===== config.mk =====
export PLATFORM = sky130hd
export DESIGN_NAME = slave_fifo2b_stream_in_flat
export DESIGN_NICKNAME = d
export VERILOG_FILES = /design/src/rtl/slave_fifo2b_stream_in_if.sv /design/src/rtl/slave_fifo2b_stream_in.sv /design/src/flat_wrapper.sv
export SDC_FILE = /design/constraint.sdc
export NUM_CORES = 1
export LEC_CHECK = 0
export BUFFER_PORTS_ARGS = -buffer_cell sky130_fd_sc_hd__buf_2
export CAP_MARGIN = 20
export CORE_MARGIN = 2
export CORE_UTILIZATION = 55
export DETAILED_ROUTE_END_ITERATION = 10
export PLACE_DENSITY_LB_ADDON = 0.3
export SYNTH_ARGS = -nofsm -noshare
export SYNTH_HDL_FRONTEND = slang
export SYNTH_SLANG_ARGS = --single-unit
export TNS_END_PERCENT = 1

===== constraint.sdc =====
create_clock -name clk_100 -period 2.3 [get_ports clk_100]
set_input_delay 0.115 -clock clk_100 [delete_from_list [all_inputs] [get_ports clk_100]]
set_output_delay 0.115 -clock clk_100 [all_outputs]
set_load 0.05 [all_outputs]

===== src/rtl/slave_fifo2b_stream_in_if.sv =====
// slave_fifo2b_stream_in_if: FX3 Slave FIFO Stream IN flags and write strobes/data.
// PKTEND# is present only when STREAM_IN_PKTEND_EN is defined.
interface slave_fifo2b_stream_in_if;
   logic        stream_in_mode_selected;
   logic        flaga_d;
   logic        flagb_d;
   logic        slwr_streamIN_;
   logic [31:0] data_stream_in;
   logic        stream_in_active;
`ifdef STREAM_IN_PKTEND_EN
   logic        pktend_streamIN_;
`endif
   modport master (
      input  stream_in_mode_selected, flaga_d, flagb_d,
      output slwr_streamIN_, data_stream_in, stream_in_active
`ifdef STREAM_IN_PKTEND_EN
      , output pktend_streamIN_
`endif
   );
   modport slave (
      output stream_in_mode_selected, flaga_d, flagb_d,
      input  slwr_streamIN_, data_stream_in, stream_in_active
`ifdef STREAM_IN_PKTEND_EN
      , input pktend_streamIN_
`endif
   );
endinterface


===== src/rtl/slave_fifo2b_stream_in.sv =====
// slave_fifo2b_stream_in: FX3 Slave FIFO Stream IN writer driving an incrementing 32-bit pattern.
// Optional STREAM_IN_PKTEND_EN commits PKT_BEATS-beat and short packets via PKTEND#.
module slave_fifo2b_stream_in #(
   parameter logic [31:0] DATA_INIT = 32'd0,
   parameter int          WR_DELAY  = 2
`ifdef STREAM_IN_PKTEND_EN
   , parameter int        PKT_BEATS = 512
`endif
) (
   input logic clk_100,
   input logic reset_,
   slave_fifo2b_stream_in_if.master bus
);
   typedef enum logic [2:0] {
      idle       = 3'd0,
      flaga_rcvd = 3'd1,
      wait_flagb = 3'd2,
      write      = 3'd3,
      wr_delay   = 3'd4
   } state_t;
   state_t      state, state_n;
   logic [2:0]  dly_cnt;
   logic [31:0] data;
   always_ff @(posedge clk_100 or negedge reset_)
      if (!reset_) state <= idle;
      else state <= state_n;
   always_comb begin
      state_n = idle;
      case (state)
         idle:       state_n = (bus.stream_in_mode_selected && bus.flaga_d) ? flaga_rcvd : idle;
         flaga_rcvd: state_n = wait_flagb;
         wait_flagb: state_n = bus.flagb_d ? write : (bus.stream_in_mode_selected ? wait_flagb : idle);
         write:      state_n = (!bus.flagb_d || !bus.stream_in_mode_selected) ? wr_delay : write;
         wr_delay:   state_n = (dly_cnt == 3'd0) ? idle : wr_delay;
         default:    state_n = idle;
      endcase
   end
   // The beat written in the cycle flagb_d falls is still committed; wr_delay covers FX3 flag latency.
   always_ff @(posedge clk_100 or negedge reset_)
      if (!reset_) begin
         dly_cnt <= 3'd0;
         data    <= DATA_INIT;
      end else if (state == write) begin
         dly_cnt <= 3'(WR_DELAY);
         data    <= data + 32'd1;
      end else if (state == wr_delay && dly_cnt != 3'd0) begin
         dly_cnt <= dly_cnt - 3'd1;
      end
   assign bus.slwr_streamIN_   = (state != write);
   assign bus.stream_in_active = (state != idle);
   assign bus.data_stream_in   = data;
`ifdef STREAM_IN_PKTEND_EN
   logic [15:0] beat_cnt;
   logic        pkt_last;
   assign pkt_last = (beat_cnt == 16'(PKT_BEATS - 1));
   always_ff @(posedge clk_100 or negedge reset_)
      if (!reset_) beat_cnt <= 16'd0;
      else if (state == write) beat_cnt <= pkt_last ? 16'd0 : beat_cnt + 16'd1;
      else if (state == wr_delay) beat_cnt <= 16'd0;
   // A nonzero count in wr_delay can only be seen in its first cycle, so the short-packet pulse is one cycle.
   assign bus.pktend_streamIN_ = !((state == write && pkt_last) || (state == wr_delay && beat_cnt != 16'd0));
`endif
endmodule


===== src/flat_wrapper.sv =====
// flat-port wrapper written by rule: the top's interface ports become plain ports
module slave_fifo2b_stream_in_flat 
#(
   parameter logic [31:0] DATA_INIT = 32'd0,
   parameter int          WR_DELAY  = 2

)
  (clk_100, reset_, bus_stream_in_mode_selected, bus_flaga_d, bus_flagb_d, bus_slwr_streamIN_, bus_data_stream_in, bus_stream_in_active);
  slave_fifo2b_stream_in_if bus_i ();
  input logic clk_100;
  input logic reset_;
  input wire logic [$bits(bus_i.stream_in_mode_selected)-1:0] bus_stream_in_mode_selected;
  input wire logic [$bits(bus_i.flaga_d)-1:0] bus_flaga_d;
  input wire logic [$bits(bus_i.flagb_d)-1:0] bus_flagb_d;
  output wire logic [$bits(bus_i.slwr_streamIN_)-1:0] bus_slwr_streamIN_;
  output wire logic [$bits(bus_i.data_stream_in)-1:0] bus_data_stream_in;
  output wire logic [$bits(bus_i.stream_in_active)-1:0] bus_stream_in_active;
  assign bus_i.stream_in_mode_selected = bus_stream_in_mode_selected;
  assign bus_i.flaga_d = bus_flaga_d;
  assign bus_i.flagb_d = bus_flagb_d;
  assign bus_slwr_streamIN_ = bus_i.slwr_streamIN_;
  assign bus_data_stream_in = bus_i.data_stream_in;
  assign bus_stream_in_active = bus_i.stream_in_active;
  slave_fifo2b_stream_in #(.DATA_INIT(DATA_INIT), .WR_DELAY(WR_DELAY)) u_core (.clk_100(clk_100), .reset_(reset_), .bus(bus_i));
endmodule

After elaboration in Yosys (flattened, before gate mapping) --
Cells that the tools add are included.
Word-level totals: register bits 38, bits in latches 0, memory bits (writable) 0, memory bits (read-only) 0, input bits 5, output and inout port bits 34, word-level logic and storage cells 28, memories kept 0
Operators by class: add/subtract/negate cells 2, $mul 0, div/mod/pow operators 0, $lt $le $gt $ge 0, eq/ne operators 5, shift operators 0, muxes and demuxes 8, bitwise logic cells 0, reductions and logical operators 10
Operator list (count):
- $add 32x1->32 const B | 1
- $mux 3 | 5
- $pmux 3 s5 | 1
- $eq 3x2->1 const B | 2
- $logic_not 3->1 | 2
- $reduce_bool 3->1 | 2
- $eq 3x1->1 const B | 1
- $eq 3x3->1 const B | 1
- $ne 3x2->1 const B | 1
- $sub 3x1->3 const B | 1
- $logic_and 1x1->1 | 2
- $logic_not 1->1 | 2
- $mux 2 | 1
- $reduce_bool 2->1 | 1
- $logic_or 1x1->1 | 1
- $mux 1 | 1

Logic depth before layout (Yosys ltp) --
Gate-level depths: netlist of the first run.
depth in word-level cells 4, mapped depth 6, gate-level depth less buffers 6

Least setup slack after synthesis of the first run --
No wires, ideal clock.
path kind flip-flop to flip-flop, start reg u_core.data[7] (netlist: u_core.bus.data_stream_in[7]), end reg u_core.data[24] (netlist: u_core.bus.data_stream_in[24]), setup time 0.143 ns, data arrival time 1.675 ns, data required time 2.157 ns, path slack 0.482 ns, stages on the path, launching flop included 5, path buffers 0, period minus slack after synthesis 1.818 ns, path through dfrtp_1 -> inv_1 -> nor4_4 -> nand4_1 -> xnor2_1
Between the ends: cells in the longest elaborated chain, start to end 1
RTL lines:
- from (decl) | line slave_fifo2b_stream_in.sv:23 | logic [31:0] data;
- from (signal assigned) | line slave_fifo2b_stream_in.sv:45 | data <= data + 32'd1;
- $add 32x1->32 | line slave_fifo2b_stream_in.sv:45
Every way passes these cells. A chain may end at the register's enable or synchronous reset.

Final worst setup path of the first run --
start reg u_core.state[1], end out bus_slwr_streamIN_
Between the ends: cells in the longest elaborated chain, start to end 1
RTL lines:
- from (decl) | line slave_fifo2b_stream_in.sv:21 | state_t state, state_n;
- from (signal assigned) | line slave_fifo2b_stream_in.sv:25 | if (!reset_) state <= idle;
- from (signal assigned) | line slave_fifo2b_stream_in.sv:26 | else state <= state_n;
- $ne 3x2->1 | line slave_fifo2b_stream_in.sv:49 | assign bus.slwr_streamIN_ = (state != write);
- to (decl) | line flat_wrapper.sv:15 | output wire logic [$bits(bus_i.slwr_streamIN_)-1:0] bus_slwr_streamIN_;
Every way passes these cells.

==> results.toml, run 1 <==
[run_status]
status = "complete, no violations"

[layout]
drive_gt1_share_pct = 26.0
design_area_um2 = 2150
final_core_util_pct = 65.6
final_cell_mix = "38 x buf_2, 38 x dfrtp_1, 30 x xnor2_1"
diodes = 0
nets = 217
fillers = 269
area_growth_pct = 16.7
multi_input_area_um2 = 865
seqCellArea_um2 = 951

[worst_hold_path]
hold_path.class = "input pin to register"

[timing]
fmax_mhz = 585
finalCritPeriodShare_pct = 74.3
setup_slack_ns = 0.592
fin_crit_ns = 1.71
finalHoldViolCount = 0
tightest_slew_ns = 0.831
finalMaxSlewViolations = 0
finalSetupViolations = 0
rsz0062_at_grt = "no"
fin_skew_ns = 0.00747
slew_headroom_pct = 44.6
final.setup.tns_ns = 0

[synth]
seq_area_frac_synth_pct = 51.5
ys_warn_count = 0
ys_types = 29
syn_area_um2 = 1850
synth_cells = 163
syn_avg_cell_area_um2 = 11.3
ys_ff_latch = 38
synthesis.nets = 171

[placed_design]
io_buffers = 38
gp_congestion = 0.766
place_ws_ns = 0.659
placed_area_um2 = 2090
dp_hpwl_um = 2580

[cts]
cts_tree = "built"
cts_htree_levels = 2
clock-sinks = 38
clock_latency_ns = 0.34
clk_pin_slew_ns = 0.10
cts-root-buf = "clkbuf_4"
numCtsBuffers = 5
cts_max_path_buffers = 2
cts_resized = 0
cts_hold_buf = 1
post-cts-setup-buffers = 0

[routing]
wire_per_inst_um = 13.9
ant_nets = 0
routed_wl_um = 3530
drt_iter0_drc = 75
drc = 0
post_drt_via_cell_ratio = 5.57
first_pass_iters = 4
vias = 1415

[setup_path]
start_kind = "register"
cp.arrival_ns = 1.59
cp_slowest_cell = "dfrtp_1"
cp_num_cells = 4
worst_ep_required_time_ns = 2.18
reg2reg_slack_ns = 0.65
crit_end = "bus_slwr_streamIN_"
slowest_delay_ns = 0.44
r2r-end = "u_core.bus.data_stream_in[11]"
worstPathMaxFanout = 8
cp_cell_sequence = "nand2_2 -> nor2_1 -> inv_1 -> buf_2"
cp-startpoint = "u_core.state[1]"
critical_path_class = "register to output port"
end_kind = "output port"
crit_buf_inv = 2
rr_startpoint = "u_core.state[2]"
critPathTopFamily = "simple AND/OR/NAND/NOR gates"
r2r_cells = 4

[global_route]
grt_pass1_vias = 1304
antenna_found_initial = 0
grt_pass1_wl_um = 5590
gr-usage-all-layers_pct = 19.9
grt_start_max_net_pins = 39
grt_overflow = 0

[die]
ioPinCount = 39
std_cell_rows = 21
die_h_um = 61.9
core_um2 = 3280
initial_core_util_pct = 56.2
die_x_um = 61.9
die_area_um2 = 3830

[power_and_ir_drop]
p_leak_nw = 1.05
cellPowerDensity_nw_per_um2 = 825
peakVddDrop_mv = 0.667

[job]
maxCapViolCount = 0
-- logic make-up (layout without fill, tap and decap cells) --
family,count (synthesis),in the layout,synth area share [%]
AOI/OAI and AO/OA,9,9,3.39
xor gates and xnor gates,32,32,15.2
adders and majority gates,3,3,2.03
buffers and inverters,8,53,1.63
DFF,38,38,51.5
muxes,2,2,1.15
and+or+nand+nor,71,71,25.1
-- synthesized netlist by cell type, drive strengths merged --
cell	number	area share, %
inv	8	1.6
a2bb2oi	1	0.47
mux2	1	0.61
nand3b	1	0.41
nor3	3	1.1
o31ai	1	0.41
a32oi	1	0.47
mux2i	1	0.54
ha	3	2.0
xnor2	30	14
nor2	10	2.2
nand2	15	3.2
xor2	2	0.95
and3	4	1.4
nor4	4	3.8
dfrtp	38	52
a311oi	1	0.47
a22o	1	0.47
nand3	12	3.3
nand4	17	7.4
nand4b	3	1.4
o21ai	4	1.1
and4	2	1.0
-- through the flow --
step | power [mW] | instances | hold slack (ns)
2_1_floorplan | 1.30 | 163 | -0.181
3_3_place_gp | 1.42 | 247 | 0.247
3_5_place_dp | 1.45 | 247 | 0.259
4_1_cts | 1.78 | 254 | 0.0515
5_1_grt | 1.87 | 254 | 0.0747
6_report | 1.78 | 254 | 0.0588
-- final cells by class --
class	instances	share of cell area [%]
flip-flops and latches	38	44.1
clock buffers	6	2.38
inverters	8	1.39
repair buffers	39	9.29
multi-input cells	117	40.1
well taps	46	2.67
-- metal layers --
metal | track usage, % | routed length, um
met1 | 25.5 | 1580
met2 | 32.5 | 1750
met3 | 4.35 | 142
met4 | 8.51 | 55
met5 | 0 | 0
-- registers in the layout (all words and copies together), names as in the netlist --
register                   cells
u_core.bus.data_stream_in     32
u_core.dly_cnt                 3
u_core.state                   3
-- worst min path at each step --
stage | from | to | slack (ns) | depth (start not counted)
3_3_place_gp | reset_ | u_core.bus.data_stream_in[27] | 0.25 | 1
4_1_cts | bus_stream_in_mode_selected | u_core.state[0] | 0.05 | 3
5_1_grt | bus_stream_in_mode_selected | u_core.state[0] | 0.07 | 3
6_report | bus_stream_in_mode_selected | u_core.state[0] | 0.06 | 3
2_1_floorplan | reset_ | u_core.bus.data_stream_in[0] | -0.18 | 0
3_5_place_dp | reset_ | u_core.bus.data_stream_in[27] | 0.26 | 1
-- where the power goes --
part	internal [mW]	total, mW	switching [mW]
registers	0.750	0.853	0.103
clock network	0.138	0.340	0.202
logic	0.177	0.584	0.408
total	1.06	1.78	0.712
-- tightest hold or removal path, cell delays in order --
cell and delay (ns):
buf_2 0.10, a32oi_1 0.05, nor2_1 0.09
No activity file was read; power rests on OpenSTA's default activity.
==> run 2, diff against run 1 <==
Settings changed: CORE_UTILIZATION 55 to 48.
Clock period 2.3 ns to 1.4 ns, I/O delays scaled along.
==> run 2 against run 1 <==
  * The run now ends with negative setup slack left
  * Hold slack better by 0.010 ns
  * Largest power group unchanged
  * Combinational power increased by 140%
  * Count of clock-buffer cells in the layout is the same
  * Sequential power is 63% higher
  * Clock power grew to 3.4 times the previous value
  * Highest routed layer unchanged
  * Via count up 11%
  * Register-to-register slack got worse by 0.69 ns
  * Die area grew 14%
  * Global-route usage increased by 1.4 points
==> results.toml, run 2 (synthesized netlist as in run 1, its figures left out) <==
[run_status]
status = "finished, violations left"
failed_checks = "negative setup slack"

[cts]
clk_pin_slew_ns = 0.08
cts_max_path_buffers = 2
numCtsBuffers = 5
cts-root-buf = "clkbuf_8"
clock_latency_ns = 0.30
clock-sinks = 38
cts_htree_levels = 2
cts_tree = "built"

[timing]
fmax_mhz = 693
tightest_slew_ns = 0.723
fin_crit_ns = 1.44
finalMaxSlewViolations = 0
fin_worst_hold_slack_ns = 0.0692
finalHoldViolCount = 0
finalSetupViolations = 6
slew_headroom_pct = 51.8
fin_skew_ns = 0.00958
rsz0062_at_grt = "yes"
finalCritPeriodShare_pct = 103
final.setup.tns_ns = -0.107
setup_slack_ns = -0.0437

[die]
ioPinCount = 39
die_h_um = 66.0
std_cell_rows = 22
die_area_um2 = 4360
die_x_um = 66.0
core_um2 = 3690
initial_core_util_pct = 50.0

[layout]
drive_gt1_share_pct = 48.8
multi_input_area_um2 = 932
final_cell_mix = "36 x buf_2, 31 x buf_4, 29 x xnor2_1"
nets = 251
final_core_util_pct = 71.0
fillers = 271
largest_reg_flops = 32
diodes = 0
final_common_cell = "buf_2"
seqCellArea_um2 = 975
area_growth_pct = 41.9

[global_route]
grt_pass1_vias = 1614
gr-usage-all-layers_pct = 21.2
grt_pass1_wl_um = 6960
grt_overflow = 0
antenna_found_initial = 0
grt_start_max_net_pins = 33

[setup_path]
rr_startpoint = "u_core.bus.data_stream_in[5]"
end_kind = "register"
slowest_delay_ns = 0.40
cp_slowest_cell = "dfrtp_2"
reg2reg_slack_ns = -0.04
r2r-end = "u_core.bus.data_stream_in[21]"
worst_ep_required_time_ns = 1.59
cp.arrival_ns = 1.63
cp_cell_sequence = "nand4_4 -> nor4_4 -> buf_4 -> nand4_1 -> xnor2_1"
start_kind = "register"
r2r_cells = 5
critical_path_class = "register to register"
worstPathMaxFanout = 4

[routing]
ant_nets = 0
drt_iter0_drc = 93
post_drt_via_cell_ratio = 5.39
first_pass_iters = 4
routed_wl_um = 4180
wire_per_inst_um = 14.3
drc = 0
vias = 1574

[placed_design]
gp_congestion = 0.806
dp_hpwl_um = 2980
io_buffers = 38

[worst_hold_path]
hold_depth = 3
min-delay-start = "bus_stream_in_mode_selected"
holdPathEnd = "u_core.state[0]"
hold_path.class = "input pin to register"

[power_and_ir_drop]
cellPowerDensity_nw_per_um2 = 1500
power_mw = 3.93
peakVddDrop_mv = 1.64
p_leak_nw = 1.25

[job]
maxCapViolCount = 0
## run 2: changes by cell type in the layout (fill, tap and decap cells not counted), sizes merged
cell / before / now
buf: 38 / 72
bufinv: 0 / 2
## run 2: worst max path at each step
stage | slack, ns | cells after the start | startpoint | end
after CTS | -0.05 | 5 | u_core.state[2] | u_core.bus.data_stream_in[21]
final | -0.04 | 5 | u_core.bus.data_stream_in[5] | u_core.bus.data_stream_in[21]
after global routing | -0.12 | 5 | u_core.bus.data_stream_in[5] | u_core.bus.data_stream_in[21]
after global placement | -0.003 | 6 | u_core.bus.data_stream_in[1] | u_core.bus.data_stream_in[18]
after detailed placement | -0.05 | 4 | u_core.state[2] | u_core.bus.data_stream_in[11]
after floorplan | -0.23 | 4 | u_core.bus.data_stream_in[7] | u_core.bus.data_stream_in[24]
## run 2: layout make-up
| cell class | instances | share of cell area (%) |
|---|---|---|
| flip-flops and latches | 38 | 37.2 |
| repair buffers | 73 | 18.3 |
| clock buffers | 6 | 3.15 |
| multi-input cells | 117 | 35.6 |
| well taps | 48 | 2.29 |
| inverters | 8 | 1.15 |
| clock inverters | 2 | 2.29 |
## run 2: routing by layer
layer	track usage [%]	up-vias	share of wire [%]
li1	-	739	-
met4	11.0	0	3.0
met1	24.4	777	42
met2	37.4	44	51
met3	4.09	14	4.2
met5	0	-	0
## run 2: metrics by stage
| step | instances | instance area, um^2 | setup slack [ns] |
|---|---|---|---|
| floorplan | 163 | 1870 | -0.233 |
| global placement | 278 | 2340 | -0.00336 |
| detailed placement | 278 | 2340 | -0.0506 |
| CTS | 290 | 2550 | -0.0513 |
| global route | 292 | 2620 | -0.122 |
| finish | 292 | 2620 | -0.0437 |
## run 2: where the power goes
group          internal, mW  switching (mW)  total [mW]
clock                 0.760           0.396        1.16
sequential             1.25           0.144        1.39
combinational         0.558           0.823        1.38
total                  2.56            1.36        3.93
## run 2: repair_timing
action,in CTS,in global routing
pin swaps,5,10
buffers inserted,3,2
hold endpoints to repair,30,0
resized for setup,10,14
endpoints found under the setup margin,16,30
hold buffers,1,0
## run 2: worst max-delay path, delay by kind of cell (launching register included)
family,cells,cell delay [ns]
buf+inv,1,0.18
flops,1,0.40
simple gates,3,0.61
xor+xnor,1,0.16
